===== config.mk =====
export PLATFORM = sky130hd
export DESIGN_NAME = fetch_unit_flat
export DESIGN_NICKNAME = d
export VERILOG_FILES = /design/src/rtl/fetch_unit_pkg.sv /design/src/rtl/fetch_unit_if.sv /design/src/rtl/fetch_queue.sv /design/src/rtl/fetch_unit.sv /design/src/flat_wrapper.sv
export SDC_FILE = /design/constraint.sdc
export NUM_CORES = 1
export LEC_CHECK = 0
export CAP_MARGIN = 30
export CORE_ASPECT_RATIO = 1.25
export CORE_MARGIN = 2
export CORE_UTILIZATION = 49
export DETAILED_ROUTE_END_ITERATION = 10
export GPL_TIMING_DRIVEN = 0
export HOLD_SLACK_MARGIN = 0.15
export PLACE_DENSITY = 0.8
export SLEW_MARGIN = 20
export SYNTH_ARGS = -nofsm -noshare
export SYNTH_HDL_FRONTEND = slang
export SYNTH_SLANG_ARGS = --single-unit

===== constraint.sdc =====
create_clock -name clk -period 3.4 [get_ports clk]
set_clock_uncertainty 0.2 [all_clocks]
set_input_delay 0.68 -clock clk [delete_from_list [all_inputs] [get_ports clk]]
set_output_delay 0.68 -clock clk [all_outputs]
set_load 0.1 [all_outputs]

===== src/rtl/fetch_unit_pkg.sv =====
// -----------------------------------------------------------------------------
// fetch_unit_pkg
// Shared definitions for the instruction fetch slice. These include the FSM state
// encoding, the misaligned-redirect exception vector, the word widths, the
// prefetch queue entry layout and the PC increment helper.
// -----------------------------------------------------------------------------
package fetch_unit_pkg;

  localparam int XLEN = 32;  // address / PC width
  localparam int ILEN = 32;  // instruction word width

  // PC loaded in place of a misaligned redirect target (alignment check build only).
  localparam logic [XLEN-1:0] EXC_VECTOR = 32'h8000_0004;

  typedef enum logic [1:0] {
    ST_BOOT = 2'd0,  // one idle cycle after reset
    ST_RUN  = 2'd1,  // fetching
    ST_HOLD = 2'd2   // fetch_en low: PC frozen, queue drains
  } fetch_state_e;

  // One prefetch queue slot: the fetched word and its fetch address + 4.
  typedef struct packed {
    logic [ILEN-1:0] instr;
    logic [XLEN-1:0] pc_plus_4;
  } fq_entry_t;

  // Sequential PC. The addition wraps modulo 2^32.
  function automatic logic [XLEN-1:0] pc_incr(input logic [XLEN-1:0] pc);
    return pc + XLEN'(4);
  endfunction

endpackage : fetch_unit_pkg


===== src/rtl/fetch_unit_if.sv =====
// -----------------------------------------------------------------------------
// fetch_unit_if
// Bundle of the fetch unit's control, instruction memory and decode-side
// handshake signals.
//   master : the fetch unit
//            (drives imem_addr, out_valid, out_instr, out_pc_plus_4[, fetch_exc])
//   slave  : the surrounding pipeline / memory
//            (drives fetch_en, redirect_*, imem_rdata, out_ready)
// Macro FETCH_ALIGN_CHECK_EN adds the fetch_exc signal.
// -----------------------------------------------------------------------------
interface fetch_unit_if;
  import fetch_unit_pkg::*;

  logic            fetch_en;
  logic            redirect_valid;
  logic [XLEN-1:0] redirect_target;
  logic [XLEN-1:0] imem_addr;
  logic [ILEN-1:0] imem_rdata;
  logic            out_valid;
  logic            out_ready;
  logic [ILEN-1:0] out_instr;
  logic [XLEN-1:0] out_pc_plus_4;
`ifdef FETCH_ALIGN_CHECK_EN
  logic            fetch_exc;

  modport master (
    input  fetch_en, redirect_valid, redirect_target, imem_rdata, out_ready,
    output imem_addr, out_valid, out_instr, out_pc_plus_4, fetch_exc
  );

  modport slave (
    output fetch_en, redirect_valid, redirect_target, imem_rdata, out_ready,
    input  imem_addr, out_valid, out_instr, out_pc_plus_4, fetch_exc
  );
`else
  modport master (
    input  fetch_en, redirect_valid, redirect_target, imem_rdata, out_ready,
    output imem_addr, out_valid, out_instr, out_pc_plus_4
  );

  modport slave (
    output fetch_en, redirect_valid, redirect_target, imem_rdata, out_ready,
    input  imem_addr, out_valid, out_instr, out_pc_plus_4
  );
`endif

endinterface : fetch_unit_if


===== src/rtl/fetch_queue.sv =====
// -----------------------------------------------------------------------------
// fetch_queue
// Circular prefetch FIFO of fq_entry_t. Flush empties the queue in one cycle.
// Parameters:
//   DEPTH      number of entries (power of two, 2..16)
// Ports:
//   clk        clock, rising edge
//   reset      synchronous, active-high; clears pointers and count only
//   flush      discard every entry (takes priority over push/pop)
//   push       write push_data at tail
//   pop        advance head (caller guarantees count != 0)
//   push_data  entry to write
//   head_data  entry at head (valid only while count != 0)
//   count      number of occupied entries, 0..DEPTH
//   full       count == DEPTH
// -----------------------------------------------------------------------------
module fetch_queue
  import fetch_unit_pkg::*;
#(
  parameter int DEPTH = 4
) (
  input  logic                   clk,
  input  logic                   reset,
  input  logic                   flush,
  input  logic                   push,
  input  logic                   pop,
  input  fq_entry_t              push_data,
  output fq_entry_t              head_data,
  output logic [$clog2(DEPTH):0] count,
  output logic                   full
);

  localparam int AW = $clog2(DEPTH);
  localparam int CW = AW + 1;
  localparam logic [CW-1:0] FULL_COUNT = CW'(DEPTH);

  fq_entry_t       mem [DEPTH];
  logic [AW-1:0]   head;
  logic [AW-1:0]   tail;
  logic            do_push;
  logic            do_pop;

  // Flush overrides both queue operations.
  assign do_push = push && !flush;
  assign do_pop  = pop  && !flush;

  // NOTE: storage has no reset branch. Only pointers and count decide what is
  // valid, so clearing the array would add reset fan-out for no behavioural gain.
  always_ff @(posedge clk) begin
    if (do_push) begin
      mem[tail] <= push_data;
    end
  end

  // Pointers are AW bits wide, so the increment wraps modulo DEPTH on its own.
  always_ff @(posedge clk) begin
    if (reset || flush) begin
      head  <= '0;
      tail  <= '0;
      count <= '0;
    end else begin
      if (do_push) tail <= tail + 1'b1;
      if (do_pop)  head <= head + 1'b1;
      case ({do_push, do_pop})
        2'b10:   count <= count + 1'b1;
        2'b01:   count <= count - 1'b1;
        default: count <= count;  // idle, or push and pop together
      endcase
    end
  end

  assign head_data = mem[head];
  assign full      = (count == FULL_COUNT);

endmodule : fetch_queue


===== src/rtl/fetch_unit.sv =====
// -----------------------------------------------------------------------------
// fetch_unit
// Instruction fetch stage. The unit holds the PC, runs the BOOT/RUN/HOLD control
// FSM and handles redirects. It feeds a prefetch queue (fetch_queue) that
// presents instructions to decode through a valid/ready handshake.
// Parameters:
//   RESET_PC  first fetch address after reset
//   DEPTH     prefetch queue entries (power of two, 2..16)
// Ports:
//   clk       clock, rising edge
//   reset     synchronous, active-high
//   bus       fetch_unit_if.master. The bus carries these signals:
//               fetch_en, redirect_valid, redirect_target  (in)
//               imem_addr (out) / imem_rdata (in, combinational from imem_addr)
//               out_valid, out_instr, out_pc_plus_4 (out) / out_ready (in)
//               fetch_exc (out, FETCH_ALIGN_CHECK_EN builds only)
// Configuration:
//   FETCH_ALIGN_CHECK_EN  defined: a redirect target with bits [1:0] != 0 pulses
//                         fetch_exc for one cycle and loads PC = EXC_VECTOR.
//                         undefined: target bits [1:0] are forced to 00.
// -----------------------------------------------------------------------------
module fetch_unit
  import fetch_unit_pkg::*;
#(
  parameter logic [XLEN-1:0] RESET_PC = 32'h0000_0000,
  parameter int              DEPTH    = 4
) (
  input  logic         clk,
  input  logic         reset,
  fetch_unit_if.master bus
);

  localparam int CW = $clog2(DEPTH) + 1;

  fetch_state_e    state;
  logic [XLEN-1:0] pc;
  logic [XLEN-1:0] redirect_pc;
  logic            redir;
  logic            fetch;
  logic            pop;
  logic            q_full;
  logic [CW-1:0]   q_count;
  fq_entry_t       q_push_data;
  fq_entry_t       q_head;
`ifdef FETCH_ALIGN_CHECK_EN
  logic            misaligned;
  logic            fetch_exc_q;
`endif

  // The FSM ignores redirects in BOOT, when the PC has only just been loaded.
  assign redir = bus.redirect_valid && (state != ST_BOOT);

  // Nothing is handed to decode in a redirect cycle, so no pop happens there.
  assign bus.out_valid = (q_count != '0) && !redir;
  assign pop           = bus.out_valid && bus.out_ready;

  // A full queue can still accept a fetch when the head leaves in the same cycle.
  assign fetch = (state == ST_RUN) && bus.fetch_en && !redir && (!q_full || pop);

  // NOTE: every variable written here gets a default first. A path that
  // skipped an assignment would otherwise infer a latch.
  always_comb begin
    redirect_pc = bus.redirect_target & ~XLEN'(3);
`ifdef FETCH_ALIGN_CHECK_EN
    misaligned = (bus.redirect_target[1:0] != 2'b00);
    if (misaligned) redirect_pc = EXC_VECTOR;
`endif
  end

  // NOTE: state registers use non-blocking assignments. All of them then update
  // together at the edge, regardless of statement order.
  always_ff @(posedge clk) begin
    if (reset) begin
      state <= ST_BOOT;
      pc    <= RESET_PC;
`ifdef FETCH_ALIGN_CHECK_EN
      fetch_exc_q <= 1'b0;
`endif
    end else begin
      case (state)
        ST_BOOT: state <= ST_RUN;
        ST_RUN:  if (!bus.fetch_en) state <= ST_HOLD;
        ST_HOLD: if (bus.fetch_en)  state <= ST_RUN;
        default: state <= ST_BOOT;
      endcase

      // A redirect wins over the sequential fetch. The new PC is presented to
      // memory in the following cycle.
      if (redir) begin
        pc <= redirect_pc;
      end else if (fetch) begin
        pc <= pc_incr(pc);
      end

`ifdef FETCH_ALIGN_CHECK_EN
      fetch_exc_q <= redir && misaligned;
`endif
    end
  end

  assign q_push_data.instr     = bus.imem_rdata;
  assign q_push_data.pc_plus_4 = pc_incr(pc);

  fetch_queue #(
    .DEPTH (DEPTH)
  ) u_queue (
    .clk       (clk),
    .reset     (reset),
    .flush     (redir),
    .push      (fetch),
    .pop       (pop),
    .push_data (q_push_data),
    .head_data (q_head),
    .count     (q_count),
    .full      (q_full)
  );

  assign bus.imem_addr     = pc;
  assign bus.out_instr     = q_head.instr;
  assign bus.out_pc_plus_4 = q_head.pc_plus_4;
`ifdef FETCH_ALIGN_CHECK_EN
  assign bus.fetch_exc     = fetch_exc_q;
`endif

endmodule : fetch_unit


===== src/flat_wrapper.sv =====
// flat-port wrapper written by rule: the top's interface ports become plain ports
module fetch_unit_flat import fetch_unit_pkg::*;
#(
  parameter logic [XLEN-1:0] RESET_PC = 32'h0000_0000,
  parameter int              DEPTH    = 4
)
  (clk, reset, bus_fetch_en, bus_redirect_valid, bus_redirect_target, bus_imem_rdata, bus_out_ready, bus_imem_addr, bus_out_valid, bus_out_instr, bus_out_pc_plus_4);
  fetch_unit_if bus_i ();
  input  logic clk;
  input  logic reset;
  input wire logic [$bits(bus_i.fetch_en)-1:0] bus_fetch_en;
  input wire logic [$bits(bus_i.redirect_valid)-1:0] bus_redirect_valid;
  input wire logic [$bits(bus_i.redirect_target)-1:0] bus_redirect_target;
  input wire logic [$bits(bus_i.imem_rdata)-1:0] bus_imem_rdata;
  input wire logic [$bits(bus_i.out_ready)-1:0] bus_out_ready;
  output wire logic [$bits(bus_i.imem_addr)-1:0] bus_imem_addr;
  output wire logic [$bits(bus_i.out_valid)-1:0] bus_out_valid;
  output wire logic [$bits(bus_i.out_instr)-1:0] bus_out_instr;
  output wire logic [$bits(bus_i.out_pc_plus_4)-1:0] bus_out_pc_plus_4;
  assign bus_i.fetch_en = bus_fetch_en;
  assign bus_i.redirect_valid = bus_redirect_valid;
  assign bus_i.redirect_target = bus_redirect_target;
  assign bus_i.imem_rdata = bus_imem_rdata;
  assign bus_i.out_ready = bus_out_ready;
  assign bus_imem_addr = bus_i.imem_addr;
  assign bus_out_valid = bus_i.out_valid;
  assign bus_out_instr = bus_i.out_instr;
  assign bus_out_pc_plus_4 = bus_i.out_pc_plus_4;
  fetch_unit #(.RESET_PC(RESET_PC), .DEPTH(DEPTH)) u_core (.clk(clk), .reset(reset), .bus(bus_i));
endmodule

Word level (Yosys, flattened, before mapping)
Memories as Yosys holds them, arrays and structs flattened. A register that Yosys moved wholly into a read port is not among the register bits. Cells that the tools add are included.

Register bits after elaboration: 41. Memory bits (writable): 256. Input bits: 69. Output and inout bits: 97. Memories: 1.

Memory list: u_core.u_queue.mem (words 4, bits a word 64, read ports 1, clocked after memory_dff 1, wr ports 1, line fetch_queue.sv:37) `fq_entry_t mem [DEPTH];`.

$add $sub $neg: 5. Equality and inequality tests: 7. Muxes and demuxes: 10. Reductions and logical operators: 19.

Operators by type and width (count): $mux 32 (2); $add 32x3->32 const B (1); $logic_and 1x1->1 (8); $mux 2 (4); $pmux 2 s3 (1); $pmux 3 s2 (1); $reduce_bool 2->1 (3); $add 2x1->2 const B (2); $eq 2x1->1 const B (2); $eq 2x2->1 const B (2); $ne 2x2->1 const B (2); $add 3x1->3 const B (1); $eq 3x3->1 const B (1); $reduce_bool 3->1 (1); $sub 3x1->3 const B (1); $logic_not 1->1 (2); $logic_not 2->1 (1); $logic_or 1x1->1 (2); $mux 1 (2); $reduce_and 2->1 (1); $reduce_or 2->1 (1).

Logic depth before layout (Yosys ltp)
Gate-level depths: netlist of the first run.

Depth after elaboration: 10. Depth in mapped cells: 10.

Cells and area by module
Synthesis of the first run repeated with hierarchy kept, for this count alone.

Cells, all modules: 671. Area, all modules: 12066.6 um2.

Modules (own cells, without submodules): fetch_queue (times used 1, cells each 379, area an instance 9749.4 um2, sequential area each 7867.5 um2); fetch_unit (times used 1, cells each 292, area an instance 2317.2 um2, sequential area each 640.6 um2).

Worst setup path before layout of the first run
No wires, ideal clock.

Path kind: input to register. Start point: input port bus_fetch_en. End point: memory u_core.u_queue.mem[0][10] in the netlist's numbering (enable). Setup time: 0.427 ns. Arrival: 3.094 ns. Required time: 2.773 ns. Path slack: -0.321 ns. Stages on the path: 5. Path buffers: 2. Cells stage by stage: inv_1 nor4_4 clkbuf_1 buf_2 and2_1.

Longest elaborated chain between the ends: 6.

RTL lines: start, declared (line flat_wrapper.sv:11) `input wire logic [$bits(bus_i.fetch_en)-1:0] bus_fetch_en;`; $logic_and 1x1->1 (3 in series) (line fetch_unit.sv:58) `assign fetch = (state == ST_RUN) && bus.fetch_en && !redir && (!q_full || pop);`; $logic_and 1x1->1 (line fetch_queue.sv:44) `assign do_push = push && !flush;`; $mux 1 (line fetch_queue.sv:50) `if (do_push) begin`; $mux 1 (not written as such) (line fetch_queue.sv:51) `mem[tail] <= push_data;`; end, declared (line fetch_queue.sv:37).

Every way passes these cells.

==> results of run 1 <==
## worst max path at each step
| stage | endpoint | slack (ps) |
|---|---|---|
| after floorplan | bus_out_valid | 80 |
| after global placement | u_core.u_queue.mem[0][48] | -1080 |
| after detailed placement | bus_out_valid | -810 |
| after CTS | bus_out_pc_plus_4[20] | 8 |
| after global routing | u_core.u_queue.mem[0][3] | -10 |
| final | bus_out_pc_plus_4[20] | 80 |
## critical path: cells and delay by family (launching register included)
family,cells,cell delay [ps]
flops,1,450
buf+inv,3,930
mux,1,510
## power breakdown
group / switching (mW) / total [mW] / internal (mW)
Clock: 1.24 / 2.84 / 1.60
Combinational: 0.709 / 1.01 / 0.300
Sequential: 0.0590 / 3.98 / 3.92
Total: 2.01 / 7.83 / 5.82
## kinds of logic after synthesis
kind of cell               after synthesis
adders and majority gates                8
and+or+nand+nor                        141
other                                    1
buffers and inverters                   52
xor gates and xnor gates                33
DFF                                    289
muxes                                   62
AOI/OAI and AO/OA                       84
## stage by stage
step                setup TNS [ps]  cells
floorplan                        0    673
global placement           -279820   1123
detailed placement          -75270   1134
CTS                              0   1181
global route                  -266   1182
finish                           0   1182
## registers in the layout (all words and copies together) (netlist names), named ones only
name and cells:
u_core.bus.imem_addr 30, u_core.state 2, u_core.u_queue.count 3, u_core.u_queue.head 2, u_core.u_queue.mem 248, u_core.u_queue.tail 2
## per-layer routing
metal	vias up	wire [um]	global-route usage, %
met3	48	1580	2.63
met2	271	12200	32.9
met4	0	663	6.54
met5	-	0	0
li1	3076	-	-
met1	3336	10200	26.4
## layout make-up
| type | count | area [um^2] |
|---|---|---|
| fill | 1669 | 8740 |
| sequential | 289 | 8270 |
| multi-input combinational | 333 | 3160 |
| timing repair buffer | 169 | 1930 |
| clock buffer | 34 | 732 |
| tap | 292 | 365 |
| buffer | 38 | 203 |
| clock inverter | 16 | 111 |
| inverter | 11 | 55.1 |
## layout by cell type (no fill, tap or decap), types with 3 or more instances in the layout
cell / netlist / layout
o21ai_0: 11 / 11
clkbuf_2: 0 / 4
buf_2: 14 / 12
clkinv_2: 0 / 5
clkbuf_8: 0 / 3
edfxtp_1: 248 / 248
a311oi_1: 4 / 4
nand2_1: 27 / 27
and2_4: 0 / 4
nand3_1: 14 / 14
inv_1: 9 / 9
a31oi_1: 7 / 7
buf_4: 4 / 4
xor2_1: 8 / 8
clkbuf_16: 0 / 27
a41oi_1: 5 / 5
nor3_1: 7 / 7
or3_1: 6 / 6
and3_1: 9 / 9
a21oi_1: 21 / 21
clkbuf_1: 22 / 18
clkinv_1: 0 / 6
clkdlybuf4s50_1: 0 / 98
buf_16: 0 / 9
clkbuf_4: 0 / 4
mux4_2: 62 / 62
nor2_1: 37 / 37
nand4_1: 14 / 14
o221a_2: 3 / 3
conb_1: 1 / 4
o21ai_1: 12 / 12
and4_1: 4 / 4
dfxtp_1: 41 / 39
clkdlybuf4s15_2: 0 / 59
and2_1: 7 / 3
ha_1: 6 / 6
xnor2_1: 25 / 25
## timing repair
action	in CTS	in global routing
resized for setup	187	12
endpoints found under the setup margin	63	62
pin swaps	0	1
setup buffers	0	0
gates cloned	0	1
==> results.txt, run 1 <==
After floorplanning, the core was sized to cover 0.0236 mm^2. The cell area that synthesis handed to floorplanning was 0.0116 mm^2. The number of H-tree levels came out at 1.

For this block, the initial DRC count from the detailed router was 482. Vias after detailed routing: 6731. The flow ran to the end, and the final reports show no timing, DRC or antenna violations.

The time the final worst path needs with I/O delays and setup was 3320 ps. Buffers inserted to repair hold after CTS numbered 0. Input and output buffers added on the ports amount to 158. For the pre-CTS worst setup slack, the log shows -811 ps. For the worst-case clock buffer depth, the log shows 3.

STA classifies the critical path endpoint as a primary output. The final worst slack was 82.9 ps; the initial cell density of the core was 49.4%. Summing the areas of all and, or, nand and nor instances in the mapped netlist gives 6.65% of the synthesized area. The area growth from synthesis to layout is 27.4%. The fraction of synthesis flops using an asynchronous set or reset pin was 0%. In the post-synthesis netlist, the cell with the most instances is edfxtp_1. The first global-routing pass estimated 37000 um of wire.

The cell area after layout was 0.0148 mm^2; the instance area after placement was 0.0139 mm^2. In the routed design, unresolved DRC markers number 0. IR analysis of the VDD net gives a maximum drop of 0.317 mV. Data on the critical path is required at its endpoint by 2520 ps.

The portion of netlist area occupied by mux cells is 12.0%, and the overall power of the completed layout is 7.83 mW. The analysis attributes to cell leakage a power of 4.81 nW. The Yosys step of the flow raised 0 warnings. Final critical-path share of the clock period: 97.6%.

In this run the register-to-register setup slack is 380 ps. In the routed layout, each cell is associated on average with a via count of 5.69. The startpoint-to-endpoint class of the critical path was flip-flop to primary output.

Measured in cells, the most critical reg-to-reg path has a length of 6. Number of max-slew violations in the final report: 0. Detailed placement HPWL: 16300 um. For the final hold slack, the log shows 313 ps.

The post-route netlist has 24.7% of its cells at a drive strength greater than 1. Summing the areas of all compound-gate instances in the mapped netlist gives 4.86% of the synthesized area. Counting distinct cell types in the post-synthesis netlist gives 62. The die span in y works out to 176 um. The worst register-to-register path ends at u_core.u_queue.mem[0][12]. The die is 142 um wide. The leading register cell type out of synthesis is edfxtp_1. The run gives 32.1% as the worst slew margin relative to its limit.

The root buffer selected by CTS is clkbuf_16. In this run the most critical hold path is launched from u_core.u_queue.tail[1]. The number of failing hold endpoints at the final stage was 0. TritonCTS built the clock tree. The repair_antennas step left the layout with diodes totalling 0. Actual transition at the worst max-transition pin: 1020 ps. Clock insertion delay at the later pin of the skew report: 530 ps. The number of flip-flops and latches in the synthesized netlist was 289; the die footprint was 0.0250 mm^2. Number of global-route vias before repair: 6610.

For this run, the register share of the synthesized area comes to 71.0%. The proportion of netlist area held by the largest area contributor is 64.0%. After detailed routing, the average wire length per cell comes to 20.8 um. For this run, the post-layout net count is 945. The weighted congestion at the end of routability-driven global placement was 0.861.

The power per cell area was 528 mW/mm^2; the largest net degree at the start of global routing was 47. The number of instances in the synthesized netlist came out at 670. Static timing analysis puts the maximum clock frequency at 0.301 GHz.

For this block, the routed nets add up to 24600 um of wire. The end point of the worst hold path is u_core.u_queue.tail[1]. The path class of the tightest hold or removal check is flip-flop to flip-flop. The biggest area contributor in the post-synthesis netlist is edfxtp_1.

The critical path goes through buf_8 -> mux4_2 -> clkdlybuf4s50_1 -> buf_16. Yosys attributes the largest share of cell area to edfxtp_1 64%, mux4_2 12%, dfxtp_1 7.0%, xnor2_1 1.9%, nor2_1 1.2%. The tools report the floorplan row count as 63. After Yosys synthesis, full adders, half adders and majority gates account for 0.903% of the synthesized area. The delay of the slowest cell on the worst path is 530 ps. The clock drives 289 sinks.

In this run, synthesis inferred 248 flip-flops with an integrated enable. The clock-pin slew of the registers on the worst-case setup and hold paths is 60 ps, and the synthesized-area fraction occupied by xor and xnor cells is 2.48%. Cells fill 62.9% of the core in the end. The number of antenna violations at the first check in global routing was 0. Setup repair after global routing could not meet its margin everywhere. Global routing used 19.5% of the available tracks across all layers. Setup violations remaining at the end of the flow were counted as 0. By count the netlist is led by 248 x edfxtp_1, 62 x mux4_2, 41 x dfxtp_1. Each instance of the synthesized netlist takes up on average 17.4 um^2. The run gives 166 as the number of top-level design ports. The tools report the worst reg2reg path startpoint as u_core.state[1]. For this run the aggregate overflow at the end of global routing stands at 0.

The largest family of logic cells by synthesized area is multiplexers. Data on the critical path arrives at its endpoint at 2440 ps. The worst hold path was traced through 2 stages.

The cell with the biggest individual delay on the critical path was clkdlybuf4s50_1. Max-cap violations in this run came to 0. The worst setup path is launched from a flip-flop.

The logs give 5 for the number of detailed-route iterations in the first pass and 27 for the number of buffers added by the clock tree synthesis step. The maximum fanout along the worst path is 10, and the number of nets still failing antenna checks after routing is 0.
No activity file was read; power rests on OpenSTA's default activity.
==> inputs of run 2 (changes only) <==
--- a/config.mk
+++ b/config.mk
@@ -6,11 +6,12 @@
 export NUM_CORES = 1
 export LEC_CHECK = 0
 export CAP_MARGIN = 30
+export CELL_PAD_IN_SITES_DETAIL_PLACEMENT = 2
+export CELL_PAD_IN_SITES_GLOBAL_PLACEMENT = 2
 export CORE_ASPECT_RATIO = 1.25
 export CORE_MARGIN = 2
-export CORE_UTILIZATION = 49
+export CORE_UTILIZATION = 36
 export DETAILED_ROUTE_END_ITERATION = 10
-export GPL_TIMING_DRIVEN = 0
 export HOLD_SLACK_MARGIN = 0.15
 export PLACE_DENSITY = 0.8
 export SLEW_MARGIN = 20
==> run 2 against run 1 <==
Effect of this change: combinational power up 6%; core utilization down 15 points; first-iteration DRC count down 12%; register-to-register slack better by 340 ps; sequential power about the same; setup slack better by 200 ps; critical path depth down 1; global-route usage down 0.60 points; largest cell class unchanged.
==> results.txt, run 2 (synthesized netlist as in run 1, its figures left out) <==
The number of top-level design ports is 166 (unchanged). The tools report the die footprint as 0.0338 mm^2 (was 0.0250 mm^2). The leakage power of the design came out at 5.04 nW (was 4.81 nW).

The horizontal die dimension is 165 um (was 142 um). For the number of nets still failing antenna checks after routing, the log shows 0 (unchanged). For the weighted congestion at the end of routability-driven global placement, the log shows 0.766 (was 0.861). The run gives 924 (was 945) as the number of nets in the layout. The top register by number of flip-flops was u_core.u_queue.mem (unchanged). The number of post-CTS setup repair buffers is 0 (unchanged). The number of H-tree levels was 1 (unchanged). The number of global-route vias before repair is 7673 (was 6610). The worst reg2reg path startpoint is u_core.bus.imem_addr[2] (was u_core.state[1]). The time the final worst path needs with I/O delays and setup came out at 3110 ps (was 3320 ps). The number of input and output port buffers inserted is 159 (was 158). Power per cell area: 538 mW/mm^2 (was 528 mW/mm^2). The maximum fanout along the worst path is 18 (was 10). The tools report the overall power of the completed layout as 8.21 mW (was 7.83 mW).

The tools report the number of buffers added by the clock tree synthesis step as 30 (was 27). The run finished with clean final reports. The final core area utilization was 47.9% (was 62.9%). For the number of max-slew violations in the final report, the log shows 0 (unchanged). The final critical-path share of the clock period is 91.5% (was 97.6%), and the max-capacitance violation count is 0 (unchanged). The total of endpoints with negative setup slack in the final report was 0 (unchanged); the clock-pin slew of the registers on the worst-case setup and hold paths was 60 ps (about the same). Worst-case clock buffer depth: 3 (unchanged).

The tools report the post-cts repair resize count as 0 (was 187). Initial cell density of the core: 36.5% (was 49.4%). The element type at the critical path end was a primary output (unchanged). The number of detailed-route iterations in the first pass is 4 (was 5).

The startpoint-to-endpoint class of the critical path is flip-flop to primary output (unchanged). The largest net degree at the start of global routing came out at 44 (was 47). The maximum frequency from static timing analysis was 0.321 GHz (was 0.301 GHz); the fraction of layout cells with a size suffix above 1 was 28.0% (was 24.7%). The detailed placement HPWL was 21500 um (was 16300 um); the clock insertion delay at the later pin of the skew report was 550 ps (was 530 ps). For the total wirelength of the detailed-routed design, the log shows 31500 um (was 24600 um).

The antenna diode count is 0 (unchanged). The tools report the number of failing hold endpoints at the final stage as 0 (unchanged). For the total routing usage reported by global routing, the log shows 18.9% (was 19.5%). The worst hold path class was flip-flop to flip-flop (unchanged). TritonCTS built the clock tree.

The depth of the worst register-to-register path came out at 5 (was 6). The worst hold path depth works out to 2 (unchanged). The startpoint kind of the worst setup timing path was a flip-flop (unchanged). The tools report the floorplan row count as 73 (was 63). The post-detailed-route wirelength per cell is 24.5 um (was 20.8 um). The wire length of the first global-routing pass was 48000 um (was 37000 um). The layout overhead on the synthesized area is 31.1% (was 27.4%).

The startpoint of the lowest-slack hold path was u_core.u_queue.count[2] (was u_core.u_queue.tail[1]). DRC violation total after the first TritonRoute iteration: 424 (was 482). The number of buffers added to fix hold violations after cts is 0 (unchanged). The total global routing overflow came out at 0 (unchanged). The tools report the number of remaining DRC errors as 0 (unchanged). The core box area was 0.0319 mm^2 (was 0.0236 mm^2); the total negative setup slack was 0 ps (unchanged). The die span in y works out to 205 um (was 176 um). The number of flip-flops under the largest register name was 248 (unchanged); the endpoint required time on the critical path was 2520 ps (about the same). The logs give 1 (was 0) for the number of antenna violations at the first check in global routing and 289 (unchanged) for the count of clock tree sinks. Actual transition at the worst max-transition pin: 642 ps (was 1020 ps). The vias after detailed routing came out at 6782 (was 6731). The number of vias per cell after detailed routing came out at 5.29 (was 5.69). Setup repair after global routing left no endpoint under its margin. The leading cell type in the layout, fill and taps excluded was edfxtp_1 (unchanged). The worst slew margin relative to its limit is 57.0% (was 32.1%), and the maximum resistive drop on vdd is 0.333 mV (was 0.317 mV). The data arrival time at the worst-slack endpoint is 2230 ps (was 2440 ps). Most frequent cells in the layout: 248 x edfxtp_1, 66 x clkdlybuf4s50_1, 62 x mux4_2, 62 x buf_12, 56 x buf_4 (was 248 x edfxtp_1, 98 x clkdlybuf4s50_1, 62 x mux4_2). The root buffer selected by CTS is clkbuf_16 (unchanged).
[run 2: changes by cell type in the layout (fill, tap and decap cells not counted), sizes merged, moves of 2 or more]
cell | previous run | this run
inv | 12 | 10
buf | 27 | 118
clkbuf | 56 | 37
clkinvlp | 1 | 3
clkdlybuf4s15 | 59 | 0
clkdlybuf4s50 | 98 | 66
[run 2: power by group]
part           leakage [nW]  switching (mW)  internal (mW)
registers              2.57          0.0746           3.92
clock network         0.452            1.34           1.81
logic                  2.02           0.730          0.342
total                  5.04            2.15           6.07
[run 2: area by class of cell]
| cell class | count | area (um^2) |
|---|---|---|
| repair buffers | 184 | 2320 |
| clock inverters | 18 | 139 |
| multi-input cells | 332 | 3160 |
| well taps | 412 | 515 |
| inverters | 11 | 55.1 |
| flip-flops and latches | 289 | 8280 |
| clock buffers | 37 | 798 |
| fillers | 2891 | 16600 |
[run 2: stage by stage]
step | hold slack (ps) | setup slack (ps) | cell area [um^2] | instances
final | 323 | 288 | 15300 | 1283
after global routing | 341 | 154 | 15300 | 1283
after CTS | 316 | 207 | 15300 | 1283
after detailed placement | 297 | 144 | 14300 | 1228
after global placement | 286 | 216 | 14300 | 1228
after floorplan | 267 | 81.6 | 11700 | 673
[run 2: worst paths after layout]
kind / end / slack (ps)
hold / removal: u_core.u_queue.count[2] / 320
setup / recovery: bus_out_pc_plus_4[8] / 290
hold reg to reg: u_core.u_queue.count[2] / 320
setup reg to reg: u_core.u_queue.mem[0][26] / 720
[run 2: worst max-delay path, cell delays in order (launching register included)]
cell	delay, ps
dfxtp_4	590
buf_12	260
mux4_2	570
buf_4	260
[run 2: routing by layer]
| layer | vias to the layer above | global-route usage, % | wire (um) |
|---|---|---|---|
| met5 | - | 0 | 0 |
| met4 | 0 | 4.44 | 547 |
| met3 | 36 | 3.87 | 1690 |
| met2 | 175 | 33.9 | 16500 |
| met1 | 3546 | 23.3 | 12700 |
| li1 | 3025 | - | - |
